**config.mk**
```make
export PLATFORM = sky130hd
export DESIGN_NAME = dump_scheduler
export DESIGN_NICKNAME = d
export VERILOG_FILES = /design/src/rtl/dump_sched_pkg.sv /design/src/rtl/dump_edge_det.sv /design/src/rtl/dump_scheduler.sv
export SDC_FILE = /design/constraint.sdc
export NUM_CORES = 1
export LEC_CHECK = 0
export BUFFER_PORTS_ARGS = -buffer_cell sky130_fd_sc_hd__clkbuf_2
export CAP_MARGIN = 20
export CORE_ASPECT_RATIO = 0.8
export CORE_UTILIZATION = 58
export DETAILED_ROUTE_END_ITERATION = 8
export GPL_TIMING_DRIVEN = 0
export PLACE_DENSITY_LB_ADDON = 0.25
export SYNTH_ARGS = -nofsm -noshare
export SYNTH_HDL_FRONTEND = slang
export SYNTH_HIERARCHICAL = 1
export SYNTH_SLANG_ARGS = --single-unit
```
**constraint.sdc**
```tcl
create_clock -name clk -period 2.7 [get_ports clk]
set_clock_uncertainty 0.15 [all_clocks]
set_input_delay 0 -clock clk [delete_from_list [all_inputs] [get_ports clk]]
set_output_delay 0 -clock clk [all_outputs]
set_load 0.03 [all_outputs]
```
**src/rtl/dump_sched_pkg.sv**
```systemverilog
// Shared types and constants for the dump scheduler.
// Optional build macro: DUMP_SCHEDULER_FLAG_CHANGE_EN (any-change event detection).
package dump_sched_pkg;

    localparam int unsigned NUM_CHAN_DEFAULT = 4;
    localparam int unsigned CHAN_W           = $clog2(NUM_CHAN_DEFAULT);

    typedef enum logic [1:0] {
        StIdle  = 2'd0,
        StOffer = 2'd1,
        StBusy  = 2'd2
    } sched_state_e;

endpackage

```
**src/rtl/dump_edge_det.sv**
```systemverilog
// Per-channel dump event detector with history bit and post-reset suppression.
// Macro DUMP_SCHEDULER_FLAG_CHANGE_EN: any level change is an event; otherwise rising edges only.
module dump_edge_det (
    input  logic clk,
    input  logic reset_n,
    input  logic i_dump,
    output logic o_event
);

    logic r_hist;
    logic r_suppress;
    logic w_edge;

`ifdef DUMP_SCHEDULER_FLAG_CHANGE_EN
    assign w_edge = i_dump ^ r_hist;
`else
    assign w_edge = i_dump & ~r_hist;
`endif

    // History is cleared by reset, so a channel already high would look like an edge.
    assign o_event = w_edge & ~r_suppress;

    always_ff @(posedge clk or negedge reset_n) begin
        if (!reset_n) begin
            r_hist     <= 1'b0;
            r_suppress <= 1'b1;
        end else begin
            r_hist     <= i_dump;
            r_suppress <= 1'b0;
        end
    end

endmodule

```
**src/rtl/dump_scheduler.sv**
```systemverilog
// Round-robin scheduler granting per-channel accumulator dumps to one loop processor.
// Macro DUMP_SCHEDULER_FLAG_CHANGE_EN selects any-change events in dump_edge_det.
module dump_scheduler
    import dump_sched_pkg::*;
#(
    parameter int unsigned NUM_CHAN = NUM_CHAN_DEFAULT
) (
    input  logic                        clk,
    input  logic                        reset_n,
    input  logic [NUM_CHAN-1:0]         dump_in,
    output logic                        grant_valid,
    output logic [$clog2(NUM_CHAN)-1:0] grant_chan,
    input  logic                        grant_ready,
    input  logic                        proc_done,
    output logic                        busy,
    output logic [NUM_CHAN-1:0]         overflow,
    input  logic                        overflow_clr
);

    localparam int unsigned W    = $clog2(NUM_CHAN);
    localparam logic [W-1:0] LAST = W'(NUM_CHAN - 1);

    sched_state_e        r_state, w_state_d;
    logic [W-1:0]        r_grant_chan, w_grant_chan_d;
    logic [W-1:0]        r_rr_ptr, w_rr_ptr_d;
    logic [W-1:0]        w_sel;
    logic                w_found;
    logic                w_hs;
    logic [NUM_CHAN-1:0] r_pending, w_pending_d;
    logic [NUM_CHAN-1:0] r_overflow, w_overflow_d;
    logic [NUM_CHAN-1:0] w_event;
    logic [NUM_CHAN-1:0] w_clr;

    for (genvar gi = 0; gi < NUM_CHAN; gi++) begin : g_chan
        dump_edge_det u_det (
            .clk     (clk),
            .reset_n (reset_n),
            .i_dump  (dump_in[gi]),
            .o_event (w_event[gi])
        );
    end

    // First pending channel at or after the round-robin pointer, wrapping.
    always_comb begin
        int unsigned idx;
        idx     = 0;
        w_found = 1'b0;
        w_sel   = '0;
        for (int unsigned k = 0; k < NUM_CHAN; k++) begin
            idx = (32'(r_rr_ptr) + k) % NUM_CHAN;
            if (!w_found && r_pending[idx]) begin
                w_found = 1'b1;
                w_sel   = W'(idx);
            end
        end
    end

    always_comb begin
        w_state_d      = r_state;
        w_grant_chan_d = r_grant_chan;
        w_rr_ptr_d     = r_rr_ptr;
        w_hs           = 1'b0;
        unique case (r_state)
            StIdle: begin
                if (w_found) begin
                    w_state_d      = StOffer;
                    w_grant_chan_d = w_sel;
                end
            end
            StOffer: begin
                if (grant_ready) begin
                    w_hs       = 1'b1;
                    w_state_d  = StBusy;
                    w_rr_ptr_d = (r_grant_chan == LAST) ? '0 : r_grant_chan + W'(1);
                end
            end
            StBusy: begin
                if (proc_done) begin
                    w_state_d = StIdle;
                end
            end
            default: w_state_d = StIdle;
        endcase

        for (int i = 0; i < NUM_CHAN; i++) begin
            w_clr[i] = w_hs && (r_grant_chan == W'(i));
        end

        // A same-cycle event re-arms a channel being cleared, so it is not an overflow.
        w_pending_d  = (r_pending & ~w_clr) | w_event;
        w_overflow_d = (overflow_clr ? '0 : r_overflow) | (w_event & r_pending & ~w_clr);
    end

    always_ff @(posedge clk or negedge reset_n) begin
        if (!reset_n) begin
            r_state      <= StIdle;
            r_grant_chan <= '0;
            r_rr_ptr     <= '0;
            r_pending    <= '0;
            r_overflow   <= '0;
        end else begin
            r_state      <= w_state_d;
            r_grant_chan <= w_grant_chan_d;
            r_rr_ptr     <= w_rr_ptr_d;
            r_pending    <= w_pending_d;
            r_overflow   <= w_overflow_d;
        end
    end

    assign grant_valid = (r_state == StOffer);
    assign busy        = (r_state == StBusy);
    assign grant_chan  = r_grant_chan;
    assign overflow    = r_overflow;

endmodule

```
==> results.json, run 1 <==
{
  "slowest_stage": "dlygate4sd3_1",
  "critPathLaunchType": "register",
  "async_flop_share_pct": 100,
  "vias": 759,
  "criticalPathCategory": "register to register",
  "drt-total-wl_mm": 2.16,
  "p_total_mw": 1.25,
  "clk_pin_slew_worst_paths_ps": 120,
  "numPortBuffers": 16,
  "clk-insertion-delay-late_ps": 310,
  "netlist_instances": 92,
  "drive_gt1_share_pct": 24.8,
  "ios": 17,
  "relSlewSlack_pct": 64.8,
  "dp_hpwl_mm": 1.31,
  "yosysWarnings": 6,
  "diodes": 0,
  "synth_area_per_cell_um2": 10.8,
  "max_freq_ghz": 0.647,
  "gp_congestion": 0.849,
  "rows": 12,
  "period_minus_slack_ps": 1550,
  "finalMaxSlewViolations": 0,
  "antenna_left": 0,
  "grt_pass1_vias": 749,
  "arrival_ps": 1660,
  "die_y_um": 39.1,
  "crit_family": "buffers and inverters",
  "synth_edf_count": 0,
  "cp_num_buf_inv": 1,
  "p_leak_nw": 0.581,
  "cts_setup_buffers": 0,
  "overflow": 0,
  "ys.flop_type": "dfrtp_1",
  "yosysSeqAreaShare_pct": 55.8,
  "drt_iter0_drc": 31,
  "cts_tree": "yes",
  "drv_cap": 0,
  "synth.net_count": 105,
  "setup_tns_ps": 0,
  "path_cells": "nand2b_1 -> o21ai_1 -> dlygate4sd3_1",
  "path_max_fanout": 7,
  "dr.pass1.iters": 4,
  "avgViaCountPerCell": 5.35,
  "antenna_found_initial": 0,
  "synth_cell_types": 28,
  "worstMarginPinSlew_ps": 528,
  "setup_viol": 0,
  "die-area_um2": 1890,
  "rsz0062_at_grt": "false",
  "ir_drop_uv": 682,
  "cts_max_level": 1,
  "cts_root_buffer": "clkbuf_4",
  "p_per_area_nw_per_um2": 1010,
  "synth-seq-cells": 22,
  "grt_util_all_layers_pct": 27.3,
  "grt_start_max_net_pins": 23,
  "finalNetCount": 135,
  "status": "finished clean",
  "syn_to_final_growth_pct": 25.0,
  "max_stage_delay_ps": 560,
  "route.detailed.drc": 0,
  "die_w_um": 48.3,
  "end_kind": "register",
  "cts_made_buffers": 3,
  "timing.final.crit_share_pct": 57.2,
  "finalHoldViolations": 0,
  "wl_per_cell_um": 15.2,
  "crit_required_ps": 2810,
  "initial_core_util_pct": 67.0,
  "hold_path_class": "primary input to async pin",
  "syn-cell-area_um2": 996,
  "holdWs_ps": 24.6,
  "final.fill_count": 73,
  "core_um2": 1490,
  "cts.sinks": 22,
  "grt_pass1_wl_mm": 3.41,
  "clock_path_buffers": 2
}
-- cell usage after synthesis (2+ instances only) --
cell type   n  area, um2
inv_1       8       30.0
dfrtp_1    18        450
conb_1      4       15.0
o21ai_0     2       10.0
nand2b_1    3       18.8
nor2b_1     3       18.8
o21ai_1     6       30.0
nor2_1      2       7.51
a21oi_1     2       10.0
a21o_1      4       30.0
ha_1        4       50.1
dfstp_2     4        105
a31oi_1     2       12.5
nand3_1     5       25.0
or3_1       2       12.5
nand2_1     8       30.0
nor3b_2     4       50.1
-- report_power, final --
part	internal, mW	total, mW	switching [mW]
clock	0.150	0.251	0.101
combinational	0.191	0.459	0.268
sequential	0.420	0.542	0.123
-- metal layers --
metal  vias up  share of wire [%]  global-route usage, %
met5         -                  0                      0
met4         0                1.5                   12.5
met1       372                 42                   27.8
li1        364                  -                      -
met3         4                3.6                   7.45
met2        19                 53                   54.2
-- worst reg2reg max path, stage by stage (launching register included) --
cell and delay (ps):
dfrtp_1 460, nand2b_1 190, o21ai_1 140, dlygate4sd3_1 560
-- cell usage in the layout, fill, tap and decap left out, drive strengths merged --
cell type,n
clkbuf,20
dfrtp,18
dlygate4sd3,9
inv,8
nand2,8
o21ai,8
nand3,5
a21o,4
ha,4
nor3b,4
dfstp,4
conb,4
nor2b,3
nand2b,3
nor2,2
a21oi,2
a31oi,2
or3,2
and3b,1
buf,1
nand3b,1
and2b,1
o221ai,1
nor4,1
nor3,1
nor4b,1
a211oi,1
nand4b,1
bufinv,1
-- metrics by stage --
step	setup slack [ps]	std cells	cell area (um2)	utilization [%]
6_report	1150	142	1240	83.8
5_1_grt	1070	142	1240	83.8
4_1_cts	1160	142	1240	83.8
3_5_place_dp	1190	129	1100	74.2
3_3_place_gp	1210	129	1100	74.2
2_1_floorplan	1260	92	996	-
-- kinds of logic (layout without fill, tap and decap cells) --
logic type,Yosys count,after routing,synth area share [%]
buffers and inverters,10,39,4.52
adders and majority gates,4,4,5.03
other,4,4,1.51
AOI/OAI and AO/OA,18,18,10.9
and+or+nand+nor,34,34,22.2
DFF,22,22,55.8
-- area by class of cell --
type,count,area (um2),share of cell area [%]
plain buffers,2,15.0,1.21
clock buffers,3,22.5,1.81
clock inverters,1,30.0,2.41
inverters,8,30.0,2.41
multi-input cells,60,395,31.8
flip-flops and latches,22,556,44.6
well taps,21,26.3,2.11
repair buffers,25,170,13.7
-- worst paths after layout --
kind / start / to / slack, ps / cells past startpoint
max: r_state[0] / r_state[1] / 1150 / 3
min: reset_n / g_chan[3].u_det/r_hist / 20 / 2
max reg2reg: r_state[0] / r_state[1] / 1150 / 3
min reg2reg: overflow[2] / overflow[2] / 380 / 2
max in group asynchronous: reset_n / g_chan[2].u_det/r_suppress / 2010 / 2
min in group clk: dump_in[3] / g_chan[3].u_det/r_hist / 190 / 2
-- registers in the layout, indices dropped and copies added, names as in the netlist --
name	flops
g_chan.u_det/r_hist	4
overflow	4
r_rr_ptr	2
r_pending	4
g_chan.u_det/r_suppress	4
grant_chan	2
r_state	2
-- what timing repair did --
action	in CTS	in global routing
resized for setup	0	0
endpoints found under the hold margin	38	0
hold buffers	9	0
Power figures use the tool's default switching activity.
==> run 2: changes to the inputs <==
--- a/config.mk
+++ b/config.mk
@@ -8,7 +8,7 @@
 export BUFFER_PORTS_ARGS = -buffer_cell sky130_fd_sc_hd__clkbuf_2
 export CAP_MARGIN = 20
 export CORE_ASPECT_RATIO = 0.8
-export CORE_UTILIZATION = 58
+export CORE_UTILIZATION = 48
 export DETAILED_ROUTE_END_ITERATION = 8
 export GPL_TIMING_DRIVEN = 0
 export PLACE_DENSITY_LB_ADDON = 0.25
==> constraint.sdc (replaced) <==
create_clock -name clk -period 1.4 [get_ports clk]
set_clock_uncertainty 0.15 [all_clocks]
set_input_delay 0 -clock clk [delete_from_list [all_inputs] [get_ports clk]]
set_output_delay 0 -clock clk [all_outputs]
set_load 0.03 [all_outputs]
==> results.json, run 2 (synthesized netlist as in run 1, its figures left out) <==
{
  "status": "finished with violations",
  "violations": "negative setup slack",
  "wl_per_cell_um": 13.6,
  "period_minus_slack_ps": 1480,
  "cts.sinks": 22,
  "finalHoldViolations": 0,
  "final_common_cell": "clkbuf_2",
  "clock_path_buffers": 2,
  "dp_hpwl_mm": 1.32,
  "die_w_um": 52.9,
  "cts_max_level": 1,
  "dr.pass1.iters": 4,
  "vias": 768,
  "clk-insertion-delay-late_ps": 320,
  "grt_util_all_layers_pct": 22.3,
  "route.detailed.drc": 0,
  "finalMaxSlewViolations": 0,
  "antenna_left": 0,
  "grt_start_max_net_pins": 23,
  "diodes": 0,
  "worstMarginPinSlew_ps": 536,
  "numPortBuffers": 16,
  "design_area_um2": 1250,
  "core_um2": 1910,
  "ir_drop_uv": 1100,
  "end_kind": "register",
  "p_per_area_nw_per_um2": 1820,
  "criticalPathCategory": "register to register",
  "mostFrequentLayoutCells": "16 x clkbuf_2, 15 x dfrtp_1, 8 x inv_1, 8 x nand2_1, 8 x dlygate4sd3_1",
  "die-area_um2": 2260,
  "worst_slack_ps": -76.6,
  "initial_core_util_pct": 52.2,
  "rows": 14,
  "setup_viol": 2,
  "timing.final.crit_share_pct": 105,
  "path_max_fanout": 7,
  "antenna_found_initial": 0,
  "drt-total-wl_mm": 1.98,
  "cts_tree": "yes",
  "drt_iter0_drc": 19,
  "placed_area_um2": 1110,
  "max_freq_ghz": 0.677,
  "rsz0062_at_grt": "true",
  "relSlewSlack_pct": 64.3,
  "ios": 17,
  "gp_congestion": 0.847,
  "grt_pass1_wl_mm": 3.37,
  "hold_path_class": "primary input to async pin",
  "cts_made_buffers": 3,
  "arrival_ps": 1580,
  "p_leak_nw": 0.578,
  "crit_required_ps": 1500,
  "clk_pin_slew_worst_paths_ps": 120,
  "die_y_um": 42.7,
  "critPathLaunchType": "register",
  "grt_pass1_vias": 742,
  "overflow": 0,
  "drive_gt1_share_pct": 30.3,
  "avgViaCountPerCell": 5.26,
  "cts_root_buffer": "clkbuf_4",
  "syn_to_final_growth_pct": 26.0,
  "finalNetCount": 136,
  "drv_cap": 0,
  "dp_slack_ps": -78.6
}
run 2: changes by cell type in the layout (fill, tap and decap cells not counted):
cell / delta
dfrtp_1: -3
nor3_2: +1
nor4_1: -1
nor4_4: +1
nor3_1: -1
dfrtp_2: +3
buf_4: +3
bufinv_16: -1
dlygate4sd3_1: -1
run 2: layout make-up:
type,instances,area [um2]
flip-flops and latches,22,559
well taps,24,30.0
inverters,8,30.0
multi-input cells,60,415
plain buffers,1,11.3
fillers,154,654
clock buffers,4,26.3
repair buffers,27,183
run 2: worst paths after layout:
| check | start | endpoint | slack (ps) | cells after the start |
|---|---|---|---|---|
| setup / recovery | r_pending[3] | grant_chan[1] | -80 | 4 |
| hold / removal | reset_n | g_chan[2].u_det/r_hist | 30 | 2 |
| setup reg to reg | r_pending[3] | grant_chan[1] | -80 | 4 |
| hold reg to reg | overflow[1] | overflow[1] | 370 | 2 |
| max in group asynchronous | reset_n | r_pending[3] | 670 | 2 |
| min in group clk | dump_in[1] | g_chan[1].u_det/r_hist | 200 | 2 |
run 2: per-stage QoR:
| stage | TNS, ps | hold WS, ps | instances | power [mW] | utilization [%] |
|---|---|---|---|---|---|
| 6_report | -89.4 | 25.6 | 146 | 2.29 | 65.7 |
| 5_1_grt | -367 | 81.6 | 146 | 2.44 | 65.7 |
| 4_1_cts | -92.1 | 36.9 | 146 | 2.26 | 65.0 |
| 3_5_place_dp | -257 | -144 | 132 | 1.86 | 58.0 |
| 3_3_place_gp | -39.6 | -147 | 132 | 1.82 | 58.0 |
| 2_1_floorplan | 0 | -446 | 92 | 1.62 | - |
run 2: layer usage:
| metal | track usage [%] | vias up | wire length (um) |
|---|---|---|---|
| met5 | 0 | - | 0 |
| met4 | 11.1 | 0 | 42 |
| met1 | 27.6 | 380 | 863 |
| met3 | 6.45 | 4 | 82 |
| met2 | 35.2 | 17 | 997 |
| li1 | - | 367 | - |
run 2: what timing repair did:
item                       CTS  global route
hold buffers                 8             0
hold endpoints to repair    38             0
pin swaps                    0             0
setup endpoints to repair    8             4
setup buffers                3             0
resized for setup            3             2
gates cloned                 0             0
run 2: worst max-delay path, stage by stage (launching register included):
cell and delay (ps):
dfrtp_2 480, and2b_1 250, a31oi_1 100, or3_1 310, a31oi_1 130
run 2: power by group:
group          internal [mW]  leakage, nW  switching [mW]
clock                  0.112       0.0150           0.186
sequential             0.817        0.253           0.248
combinational          0.403        0.310           0.519
total                   1.33        0.578           0.954
